<file path="src/rtl/pe_pkg.sv">
// -----------------------------------------------------------------------------
// pe_pkg
// Shared definitions for the PE column datapath.
//   PSUM_W  : default partial-sum width (signed two's complement)
//   psum_t  : signed partial-sum type at the default width
//   relu()  : clamps negative sums to zero; used by psum_accumulator when
//             the PSUM_RELU_EN macro is defined
// -----------------------------------------------------------------------------
package pe_pkg;

  localparam int PSUM_W = 32;

  typedef logic signed [PSUM_W-1:0] psum_t;

  function automatic psum_t relu(input psum_t s);
    return (s < 0) ? '0 : s;
  endfunction

endpackage

</file>
<file path="src/rtl/psum_fifo.sv">
// -----------------------------------------------------------------------------
// psum_fifo
// Synchronous first-word-fall-through FIFO for finished accumulation results.
// The head entry is presented on data_o whenever the FIFO is non-empty; when
// empty, data_o holds the last popped word (0 after reset or clear).
// Ports:
//   clk      in   clock, rising edge
//   rst_n    in   asynchronous active-low reset
//   clear_i  in   synchronous clear, overrides push and pop
//   push_i   in   write data_i (ignored when full)
//   data_i   in   WIDTH write data
//   pop_i    in   remove head entry (ignored when empty)
//   data_o   out  WIDTH head entry
//   full_o   out  FIFO holds DEPTH entries
//   empty_o  out  FIFO holds no entries
// DEPTH must be a power of two, >= 2.
// -----------------------------------------------------------------------------
module psum_fifo #(
  parameter int WIDTH = 32,
  parameter int DEPTH = 4,
  localparam int AW   = $clog2(DEPTH)
) (
  input  logic             clk,
  input  logic             rst_n,
  input  logic             clear_i,
  input  logic             push_i,
  input  logic [WIDTH-1:0] data_i,
  input  logic             pop_i,
  output logic [WIDTH-1:0] data_o,
  output logic             full_o,
  output logic             empty_o
);

  logic [WIDTH-1:0] mem_q [DEPTH];
  logic [AW-1:0]    wr_q;
  logic [AW-1:0]    rd_q;
  logic [AW:0]      cnt_q;
  logic [WIDTH-1:0] last_q;
  logic             do_push;
  logic             do_pop;

  assign full_o  = (cnt_q == (AW+1)'(DEPTH));
  assign empty_o = (cnt_q == '0);
  assign do_push = push_i && !full_o;
  assign do_pop  = pop_i && !empty_o;
  assign data_o  = empty_o ? last_q : mem_q[rd_q];

  always_ff @(posedge clk or negedge rst_n) begin
    if (!rst_n) begin
      wr_q   <= '0;
      rd_q   <= '0;
      cnt_q  <= '0;
      last_q <= '0;
    end else if (clear_i) begin
      wr_q   <= '0;
      rd_q   <= '0;
      cnt_q  <= '0;
      last_q <= '0;
    end else begin
      if (do_push) wr_q <= wr_q + 1'b1;
      if (do_pop) begin
        rd_q   <= rd_q + 1'b1;
        last_q <= mem_q[rd_q];
      end
      // Simultaneous push and pop leave occupancy unchanged.
      if (do_push && !do_pop)      cnt_q <= cnt_q + 1'b1;
      else if (do_pop && !do_push) cnt_q <= cnt_q - 1'b1;
    end
  end

  // Storage is data only and needs no reset.
  always_ff @(posedge clk) begin
    if (do_push && !clear_i) mem_q[wr_q] <= data_i;
  end

endmodule

</file>
<file path="src/rtl/psum_accumulator.sv">
// -----------------------------------------------------------------------------
// psum_accumulator
// Accumulates the PE column's partial-sum stream over PASSES input-channel
// tiles for DEPTH output positions, then pushes each finished sum into an
// output FIFO drained with valid/ready.
// Optional build macro: PSUM_RELU_EN -- when defined, negative finished sums
// are clamped to zero before entering the FIFO (buffer values unaffected).
// Ports:
//   clk           in   clock, rising edge
//   rst_n         in   asynchronous active-low reset
//   clear         in   synchronous abort of counters and FIFO
//   inValid       in   inPartialSum valid
//   inReady       out  input accepted this cycle if inValid
//   inPartialSum  in   signed partial sum
//   outValid      out  outSum valid
//   outReady      in   consumer accepts outSum
//   outSum        out  finished accumulated sum (FIFO head)
//   entryIdx      out  entry targeted by the next accepted input
//   passIdx       out  current pass
//   busy          out  mid-tile or results pending in the FIFO
// -----------------------------------------------------------------------------
module psum_accumulator
  import pe_pkg::*;
#(
  parameter int accumulationPar = PSUM_W,
  parameter int DEPTH           = 16,
  parameter int PASSES          = 4,
  parameter int FIFO_DEPTH      = 4,
  localparam int EW = (DEPTH > 1) ? $clog2(DEPTH) : 1,
  localparam int PW = (PASSES > 1) ? $clog2(PASSES) : 1
) (
  input  logic                              clk,
  input  logic                              rst_n,
  input  logic                              clear,
  input  logic                              inValid,
  output logic                              inReady,
  input  logic signed [accumulationPar-1:0] inPartialSum,
  output logic                              outValid,
  input  logic                              outReady,
  output logic signed [accumulationPar-1:0] outSum,
  output logic [EW-1:0]                     entryIdx,
  output logic [PW-1:0]                     passIdx,
  output logic                              busy
);

  typedef logic signed [accumulationPar-1:0] acc_t;

  localparam logic [EW-1:0] ENTRY_LAST = EW'(DEPTH - 1);
  localparam logic [PW-1:0] PASS_LAST  = PW'(PASSES - 1);

  acc_t          acc_buf_q [DEPTH];
  logic [EW-1:0] entry_q, entry_d;
  logic [PW-1:0] pass_q, pass_d;
  logic          accept;
  logic          last_pass;
  logic          fifo_full;
  logic          fifo_empty;
  logic          fifo_push;
  logic          fifo_pop;
  acc_t          base;
  acc_t          sum;
  acc_t          push_data;

  // Final value pushed to the FIFO; clamp is sign-bit driven so it also works
  // when the module width differs from the package default.
  function automatic acc_t result_fn(input acc_t s);
`ifdef PSUM_RELU_EN
    if (accumulationPar == PSUM_W) return acc_t'(relu(psum_t'(s)));
    return s[accumulationPar-1] ? '0 : s;
`else
    return s;
`endif
  endfunction

  assign last_pass = (pass_q == PASS_LAST);
  // Deliberately independent of outReady: a full FIFO stalls the last pass
  // even when a pop happens in the same cycle.
  assign inReady   = !(last_pass && fifo_full);
  assign accept    = inValid && inReady;

  // Pass 0 starts from zero, so it overwrites stale buffer content and, for
  // PASSES==1, the input is pushed unchanged.
  assign base      = (pass_q == '0) ? '0 : acc_buf_q[entry_q];
  assign sum       = base + inPartialSum;
  assign push_data = result_fn(sum);

  assign fifo_push = accept && last_pass && !clear;
  assign fifo_pop  = outValid && outReady;

  always_comb begin
    entry_d = entry_q;
    pass_d  = pass_q;
    if (accept) begin
      if (entry_q == ENTRY_LAST) begin
        entry_d = '0;
        pass_d  = last_pass ? '0 : pass_q + 1'b1;
      end else begin
        entry_d = entry_q + 1'b1;
      end
    end
    if (clear) begin
      entry_d = '0;
      pass_d  = '0;
    end
  end

  always_ff @(posedge clk or negedge rst_n) begin
    if (!rst_n) begin
      entry_q <= '0;
      pass_q  <= '0;
    end else begin
      entry_q <= entry_d;
      pass_q  <= pass_d;
    end
  end

  // Last pass reads the buffer but leaves it untouched.
  always_ff @(posedge clk) begin
    if (accept && !last_pass && !clear) acc_buf_q[entry_q] <= sum;
  end

  psum_fifo #(
    .WIDTH (accumulationPar),
    .DEPTH (FIFO_DEPTH)
  ) u_fifo (
    .clk     (clk),
    .rst_n   (rst_n),
    .clear_i (clear),
    .push_i  (fifo_push),
    .data_i  (push_data),
    .pop_i   (fifo_pop),
    .data_o  (outSum),
    .full_o  (fifo_full),
    .empty_o (fifo_empty)
  );

  assign outValid = !fifo_empty;
  assign entryIdx = entry_q;
  assign passIdx  = pass_q;
  assign busy     = (entry_q != '0) || (pass_q != '0) || !fifo_empty;

endmodule
</file>
<file path="config.mk">
export PLATFORM = sky130hd
export DESIGN_NAME = psum_accumulator
export DESIGN_NICKNAME = d
export VERILOG_FILES = /design/src/rtl/pe_pkg.sv /design/src/rtl/psum_fifo.sv /design/src/rtl/psum_accumulator.sv
export SDC_FILE = /design/constraint.sdc
export NUM_CORES = 1
export LEC_CHECK = 0
export BUFFER_PORTS_ARGS = -buffer_cell sky130_fd_sc_hd__clkbuf_2
export CAP_MARGIN = 0
export CORE_ASPECT_RATIO = 0.6
export CORE_MARGIN = 3
export CORE_UTILIZATION = 50
export CTS_CLUSTER_DIAMETER = 30
export DETAILED_ROUTE_END_ITERATION = 7
export PLACE_DENSITY = 0.76
export SYNTH_ARGS = -nofsm -noshare
export SYNTH_HDL_FRONTEND = slang
export SYNTH_SLANG_ARGS = --single-unit
export TNS_END_PERCENT = 100
</file>
<file path="constraint.sdc">
create_clock -name clk -period 5.1 [get_ports clk]
set_clock_uncertainty 0.1 [all_clocks]
set_input_delay 1.53 -clock clk [delete_from_list [all_inputs] [get_ports clk]]
set_output_delay 1.53 -clock clk [all_outputs]
set_load 0.05 [all_outputs]
</file>
# Word level (Yosys, flattened, before mapping)
# Memory sizes are Yosys's and may differ from the RTL's.
# Index checks and enable logic that the tools add are counted.
[word_totals] ff_bits=45 elab_cells=71 n_memories=2 ramBits=640 input_bits=37 latch_bits=0 mem_bits_ro=0
[op_classes] reduce_logical=31 magnitude_cmp=0 bitwise=0 n_div=0 shift=0 mul=0 add_sub_neg=7 n_mux=22 eq_ne=3
[mem_list] memory="acc_buf_q" depth=16 width=32 rd=1 rd_clocked_by_memory_dff=0 wr=1 line="psum_accumulator.sv:51" source="acc_t acc_buf_q [DEPTH];"
[mem_list] memory="u_fifo.mem_q" depth=4 width=32 rd=1 rd_clocked_by_memory_dff=0 wr=1 line="psum_fifo.sv:34" source="logic [WIDTH-1:0] mem_q [DEPTH];"
[op_table] op="$mux 32" count=4
[op_table] op="$add 32x32->32" count=1
[op_table] op="$mux 2" count=8
[op_table] op="$logic_and 1x1->1" count=12
[op_table] op="$mux 4" count=3
[op_table] op="$reduce_bool 2->1" count=5
[op_table] op="$mux 3" count=3
[op_table] op="$logic_not 1->1" count=7
[op_table] op="$add 2x1->2 const B" count=3
[op_table] op="$add 4x1->4 const B" count=1
[op_table] op="$eq 4x4->1 const B" count=1
[op_table] op="$mux 1" count=4
[op_table] op="$reduce_bool 4->1" count=1
[op_table] op="$add 3x1->3 const B" count=1
[op_table] op="$eq 3x3->1 const B" count=1
[op_table] op="$logic_not 3->1" count=1
[op_table] op="$reduce_bool 3->1" count=1
[op_table] op="$sub 3x1->3 const B" count=1
[op_table] op="$eq 2x2->1 const B" count=1
[op_table] op="$logic_not 2->1" count=1
[op_table] op="$logic_or 1x1->1" count=2
[op_table] op="$reduce_and 2->1" count=1

# Longest topological paths before layout
# Gate-level depths: netlist (run 1).
[logic_depth] depth_word=12 depth_mapped=17 depth_no_buf=13

# Modules after synthesis
# Synthesis (run 1) repeated with hierarchy kept, for this count alone.
[hier_totals] cells_unflattened=1444 hier_area_um2=28353.4
[modules_own_cells] module="psum_accumulator" cells_per_inst=1039 n_inst=1 area_each_um2=21566.9
[modules_own_cells] module="psum_fifo" cells_per_inst=405 n_inst=1 area_each_um2=6786.5

# Worst setup path after synthesis (run 1)
# Ideal clock, no wire load.
[synth_timing] kind="reg2reg" from="reg entry_q[0], in the netlist entryIdx[0]" to="mem acc_buf_q[0][31] in the netlist's numbering, data pin" required_ps=4680 slack_ps=-5 arrival_ps=4685 setup_ps=320 stages_incl_launch_ff=17 cell_sequence="dfrtp_1 > buf_6 > buf_6 > buf_6 > buf_6 > mux4_2 > mux4_2 > nor2b_1 > ha_1 > clkbuf_1 > and2_1 > a22o_1 > o41a_1 > a21boi_1 > a21oi_1 > a211o_1 > xnor2_1"
[synth_between] elab_chain_len=3
[synth_lines] element="start: declaration" line="psum_accumulator.sv:52" source="logic [EW-1:0] entry_q, entry_d;"
[synth_lines] element="start signal: assignment" line="psum_accumulator.sv:112" source="entry_q <= entry_d;"
[synth_lines] element="$mem_v2 16x32"
[synth_lines] element="$mux 32" line="psum_accumulator.sv:83" source="assign base = (pass_q == '0) ? '0 : acc_buf_q[entry_q];"
[synth_lines] element="$add 32x32->32" line="psum_accumulator.sv:84" source="assign sum = base + inPartialSum;"
[synth_lines] element="via push_data[31]" line="psum_accumulator.sv:62" source="acc_t push_data;"
[synth_lines] element="end: declaration" line="psum_accumulator.sv:51"
# The timed path passes the listed nets, and every way through them passes these cells.

# Final worst setup path (run 1)
[layout_timing] from="reg entry_q[0], in the netlist entryIdx[0]" to="mem acc_buf_q[5][31] in the netlist's numbering, data pin"
# The elaborated chain is that of the path after synthesis.

==> results of run 1 <==
==> state kept, by name, summed over array words and instances, names as in the netlist <==
register / count
entryIdx: 4
u_fifo.last_q: 32
u_fifo.rd_q: 2
acc_buf_q: 512
passIdx: 2
u_fifo.mem_q: 128
u_fifo.cnt_q: 3
u_fifo.wr_q: 2
==> routing by layer <==
metal / track usage [%] / up-vias
met2: 36.2 / 792
met4: 5.42 / 2
met3: 6.11 / 119
met5: 0 / -
met1: 33.4 / 7974
li1: - / 6455
==> worst max-delay path, cell delays in order (launching register included) <==
cell      delay [ps]
dfrtp_4          470
buf_12           240
buf_4            270
mux4_2           530
mux4_2           460
nor2b_1          150
ha_1             380
and2_1           190
a22o_1           210
o41a_1           370
a21boi_1         290
a21oi_1          120
a211o_1          350
xnor2_4          430
==> area by class of cell <==
type                       count  area share, %
sequential                   685           60.4
multi-input combinational    721           22.4
inverter                      21          0.234
tap                          748           2.78
timing repair buffer         199           4.38
clock inverter                76           2.60
clock buffer                 103           7.23
==> power by group through the flow <==
| stage | Clock (W) | Combinational [W] | Sequential, W |
|---|---|---|---|
| 2_1_floorplan | 0 | 0.000431 | 0.00631 |
| 3_3_place_gp | 0 | 0.000640 | 0.00631 |
| 3_5_place_dp | 0 | 0.000654 | 0.00631 |
| 4_1_cts | 0.00674 | 0.000661 | 0.00619 |
| 5_1_grt | 0.00700 | 0.000704 | 0.00619 |
| 6_report | 0.00665 | 0.000657 | 0.00619 |
==> cells in the mapped netlist, types with 2 or more instances <==
cell type  count  share of area [%]
edfxtp_1     640                 68
mux4_2       191                 15
nand2_1      187                2.5
a21oi_1       68                1.2
clkbuf_1      48               0.64
dfrtp_1       45                4.0
ha_1          41                1.8
nor2_1        37               0.49
nor2b_1       33               0.73
xnor2_1       24               0.75
inv_1         19               0.25
o21ai_1       14               0.25
a21o_1        13               0.35
buf_2         13               0.23
xor2_1        11               0.34
and2_1         9               0.20
nand3_1        9               0.16
nor3_1         9               0.16
buf_6          7               0.28
a211oi_1       6               0.16
a31oi_1        6               0.13
and3_1         6               0.13
buf_1          5              0.067
nand4_1        5               0.11
o211ai_1       5               0.13
o21ai_0        5              0.089
a211o_1        4               0.12
nand2b_1       4              0.089
o21bai_1       4               0.11
or3_1          4              0.089
a21boi_1       3              0.080
mux2i_1        3               0.11
a221o_1        2              0.071
fa_1           2               0.14
inv_2          2              0.027
nor3b_1        2              0.053
==> through the flow <==
step	TNS [ps]	worst slack, ps	power, W
final	0	239	0.0135
after floorplan	0	226	0.00674
after global placement	0	122	0.00694
after CTS	0	38.6	0.0136
after global routing	0	19.2	0.0139
after detailed placement	-1940	-97.4	0.00696
==> repair_timing <==
item	CTS	global route
gates resized for setup	1	2
endpoints found under the hold margin	0	0
hold buffers	0	0
endpoints found under the setup margin	20	40
pin swaps	0	1
==> final timing paths <==
| check | slack (ps) | endpoint | depth (start not counted) | start |
|---|---|---|---|---|
| worst max-delay path | 240 | acc_buf_q[5][31] | 13 | entryIdx[0] |
| worst max register to register | 240 | acc_buf_q[5][31] | 13 | entryIdx[0] |
| max in group asynchronous | 3520 | entryIdx[1] | 2 | rst_n |
| worst min-delay path | 420 | u_fifo.last_q[31] | 2 | u_fifo.last_q[31] |
| min in group asynchronous | 890 | entryIdx[0] | 2 | rst_n |
| worst min register to register | 420 | u_fifo.last_q[31] | 2 | u_fifo.last_q[31] |
==> cell families (layout without fill, tap and decap cells) <==
logic type / Yosys count / in the layout / synth area share (%)
AO/OA/AOI/OAI: 137 / 137 / 2.92
XOR/XNOR: 36 / 36 / 1.15
adder cells (fa/ha/maj): 43 / 43 / 1.96
buffers and inverters: 94 / 399 / 1.50
flip-flops: 685 / 685 / 72.2
multiplexers: 194 / 194 / 15.4
AND/OR/NAND/NOR: 311 / 311 / 4.90
==> flow_summary.yaml, run 1 <==
global_route:
  grt.total_usage_pct: 23.2
  grt_overflow: 0
  grt_first_pass_wirelength_um: 101000
  grt_max_degree: 48
  grt_pass1_vias: 15700
  antenna_found_initial: 2
timing:
  worstMarginPinSlew_ps: 1260
  relSlewSlack_pct: 15.6
  max_freq_ghz: 0.206
  rsz0062_at_grt: "no"
  fin_crit_sh_pct: 95.3
  drv_slew: 0
  setup_viol: 0
  hold_viol_final: 0
  fin_crit_ps: 4860
  hold_ws_ps: 423
clocking:
  worst_skew_pair.late_latency_ps: 660
  clockBufferDepth: 3
  post-cts-setup-buffers: 0
  cts.htree.levels: 3
  clk_pin_slew_ps: 60
  numCtsBuffers: 95
  root_buffer: "clkbuf_16"
  cts_sinks: 685
  cts_tree: "done"
detailed_routing:
  met2_length_um: 31600
  wire_per_inst_um: 26.3
  wl_um: 67000
  top_layer: "met5"
  m1WireLength_um: 27400
  vias: 15300
  via_per_inst: 6.01
  detail-route-antenna-nets: 0
  drcViolationCount: 0
  first_iter_violations: 1516
  wl_met3_um: 6740
  drt_first_pass_iters: 5
synth:
  yosysUniqueCellTypes: 50
  synth_enable_flop_cells: 640
  ys.flop_type: "edfxtp_1"
  synth_nets: 1580
  async_reset_ff_share_pct: 6.57
  synth_cells: 1500
  mappedNetlistArea_um2: 28200
  synth_area_per_cell_um2: 18.8
  synth_seq_cells: 685
  yosys_warnings: 0
  yosysSeqAreaShare_pct: 72.2
pwr:
  seqPwrFrac_pct: 45.9
  pwr-share-clk_pct: 49.3
  p_sw_share_pct: 22.2
  ir_drop_mv: 0.333
  power.density_nw_per_um2: 400
  pwr-share-comb_pct: 4.9
  power_leakage_nw: 11.5
  p_int_w: 0.0105
  switching_power_w: 0.00299
worst_setup_path:
  cp_max_fo: 21
  crit_required_ps: 5380
  cp_data_arrival_time_ps: 5140
  cp-start-kind: "register"
  cp-end-kind: "register"
  worst-setup-path-type: "register to register"
floorplanning:
  start_util_pct: 51.3
  die_area_um2: 59300
  core_um2: 54900
  fp.dieH_um: 190
  rows: 66
  die_w_um: 312
  io_pins: 78
cells_and_area:
  final_cell_mix: "edfxtp_1, mux4_2, nand2_1"
  n_fill_cell: 3746
  layout.cells.most_common: "edfxtp_1"
  antennaDiodeCount: 0
  fin_area_um2: 33700
  stdcell_count: 2553
  multi_input_area_um2: 7560
  drive_gt1_share_pct: 32.6
  nets: 1803
  fin_util_pct: 61.4
  regArea_um2: 20400
  syn_to_final_growth_pct: 19.7
placed_design:
  routabilityCongestion: 0.886
  hpwl_um: 41000
  portBuffers: 77
  dp.cells: 2374
  post_dp_cell_area_um2: 30400
run_status:
  outcome: "finished, final reports clean"
min_path:
  hp-class: "register to register"
job:
  maxCapViolCount: 0
Power figures use the tool's default switching activity.
==> inputs of run 2 (changes only) <==
==> constraint.sdc (replaced) <==
create_clock -name clk -period 5.1 [get_ports clk]
set_clock_uncertainty 0.1 [all_clocks]
set_input_delay 0.51 -clock clk [delete_from_list [all_inputs] [get_ports clk]]
set_output_delay 0.51 -clock clk [all_outputs]
set_load 0.05 [all_outputs]
==> run 2 against run 1 <==
Compared with the run above: global-route usage down 0.051 points; sequential power about the same; register-to-register slack about the same; core utilization down 0.31 points; critical endpoint is now u_fifo.mem_q[3][29]; largest cell class unchanged; highest routed layer is now met4.
==> flow_summary.yaml, run 2 (same netlist as run 1, synthesis figures left out) <==
global_route:
  grt_first_pass_wirelength_um: 101000
  grt_max_degree: 48
  grt.total_usage_pct: 23.2
  grt_pass1_vias: 15500
  grt_overflow: 0
  antenna_found_initial: 0
clocking:
  root_buffer: "clkbuf_16"
  clockBufferDepth: 3
  cts.htree.levels: 3
  worst_skew_pair.late_latency_ps: 630
  cts_tree: "done"
  cts_sinks: 685
  clk_pin_slew_ps: 60
  numCtsBuffers: 89
floorplanning:
  start_util_pct: 51.3
  rows: 66
  fp.dieH_um: 190
  die_w_um: 312
  die_area_um2: 59300
  io_pins: 78
  core_um2: 54900
worst_setup_path:
  cp-start-kind: "register"
  r2r_cells: 13
  r2r_end: "u_fifo.mem_q[3][29]"
  crit_end: "u_fifo.mem_q[3][29]"
  cp-end-kind: "register"
  regToRegStartpoint: "entryIdx[0]"
  crit_required_ps: 5350
  reg2reg_slack_ps: 240
  worstSetupStartpoint: "entryIdx[0]"
  cp_data_arrival_time_ps: 5110
  cp_max_fo: 20
  worst-setup-path-type: "register to register"
min_path:
  min_from: "inValid"
  hp-class: "input port to register"
  hold_depth: 4
placed_design:
  dp_worst_setup_slack_ps: -209
  portBuffers: 77
  routabilityCongestion: 0.863
  hpwl_um: 39500
  dp.cells: 2369
timing:
  hold_viol_final: 0
  max_freq_ghz: 0.206
  rsz0062_at_grt: "no"
  fin_crit_ps: 4860
  setup_tns_ps: 0
  setup_viol: 0
  fin_crit_sh_pct: 95.2
  relSlewSlack_pct: 9.18
  drv_slew: 0
  setup_ws_ps: 243
  worstMarginPinSlew_ps: 1360
run_status:
  outcome: "finished, final reports clean"
pwr:
  power_w: 0.0133
  power.density_nw_per_um2: 397
  ir_drop_mv: 0.343
  power_leakage_nw: 11.4
detailed_routing:
  drt_first_pass_iters: 5
  via_per_inst: 6.03
  wl_um: 67500
  detail-route-antenna-nets: 0
  vias: 15300
  first_iter_violations: 1768
  wire_per_inst_um: 26.6
  drcViolationCount: 0
cells_and_area:
  largest_registers: "acc_buf_q: 512 flops, u_fifo.mem_q: 128 flops, u_fifo.last_q: 32 flops"
  drive_gt1_share_pct: 32.6
  antennaDiodeCount: 0
  regArea_um2: 20400
  n_fill_cell: 3722
  stdcell_count: 2539
  layout.cells.most_common: "edfxtp_1"
  largest_register_ffs: 512
  nets: 1795
  syn_to_final_growth_pct: 19.1
  regMostFlops: "acc_buf_q"
  final_cell_mix: "edfxtp_1, mux4_2, nand2_1"
  multi_input_area_um2: 7630
job:
  maxCapViolCount: 0
-- run 2: changes by cell type in the layout (fill, tap and decap cells not counted), moves of 4 or more --
cell / delta
inv_6: +18
clkinv_2: -11
inv_8: +11
clkinvlp_4: -9
bufinv_16: -4
clkbuf_1: -4
clkbuf_16: -4
clkinv_16: -4
clkinv_4: -4
-- run 2: cell type report --
cell class | count | area share, %
Clock buffer | 92 | 6.80
Clock inverter | 75 | 2.51
Inverter | 21 | 0.235
Multi-Input combinational cell | 722 | 22.7
Sequential cell | 685 | 60.7
Tap cell | 748 | 2.79
Timing Repair Buffer | 196 | 4.27
-- run 2: layer usage --
metal / vias up / share of wire, % / track usage [%] / wire, um
li1: 6447 / - / - / -
met1: 7969 / 40 / 33.3 / 27200
met2: 771 / 47 / 35.9 / 31900
met3: 129 / 9.7 / 5.63 / 6530
met4: 0 / 2.7 / 6.62 / 1810
met5: - / 0 / 0 / 0
-- run 2: repair_timing --
| action | in CTS | in global routing |
|---|---|---|
| pin swaps | 0 | 3 |
| hold buffers | 1 | 0 |
| hold endpoints to repair | 45 | 0 |
| gates resized for setup | 4 | 5 |
| gates cloned | 0 | 1 |
| endpoints found under the setup margin | 80 | 60 |
| buffers inserted | 0 | 1 |
-- run 2: worst min-delay path by stage --
stage                              endpoint
final                           entryIdx[3]
after global routing            entryIdx[3]
after CTS                       entryIdx[3]
after detailed placement  u_fifo.last_q[23]
after global placement     u_fifo.last_q[7]
after floorplan                 entryIdx[0]
-- run 2: critical path, cell delays in order (launching register included) --
cell and delay (ps):
dfrtp_4 640, buf_12 250, buf_4 170, mux4_2 500, mux4_2 480, nor2b_1 150
ha_1 350, and2_1 180, a22o_1 220, o41a_1 380, a21boi_2 280, nand3_1 180
a31oi_1 410, xnor2_4 280
-- run 2: per-stage QoR --
stage	area, um2	hold slack, ps	utilization (%)
floorplan	28200	114	-
global placement	30300	411	55.2
detailed placement	30300	416	55.2
CTS	33500	183	61.0
global route	33600	226	61.1
finish	33600	202	61.1
-- run 2: power by group --
group / total (W) / switching, W / internal, W
Sequential: 0.00620 / 0.0000233 / 0.00618
Clock: 0.00644 / 0.00274 / 0.00370
Combinational: 0.000667 / 0.000345 / 0.000322
Total: 0.0133 / 0.00310 / 0.0102
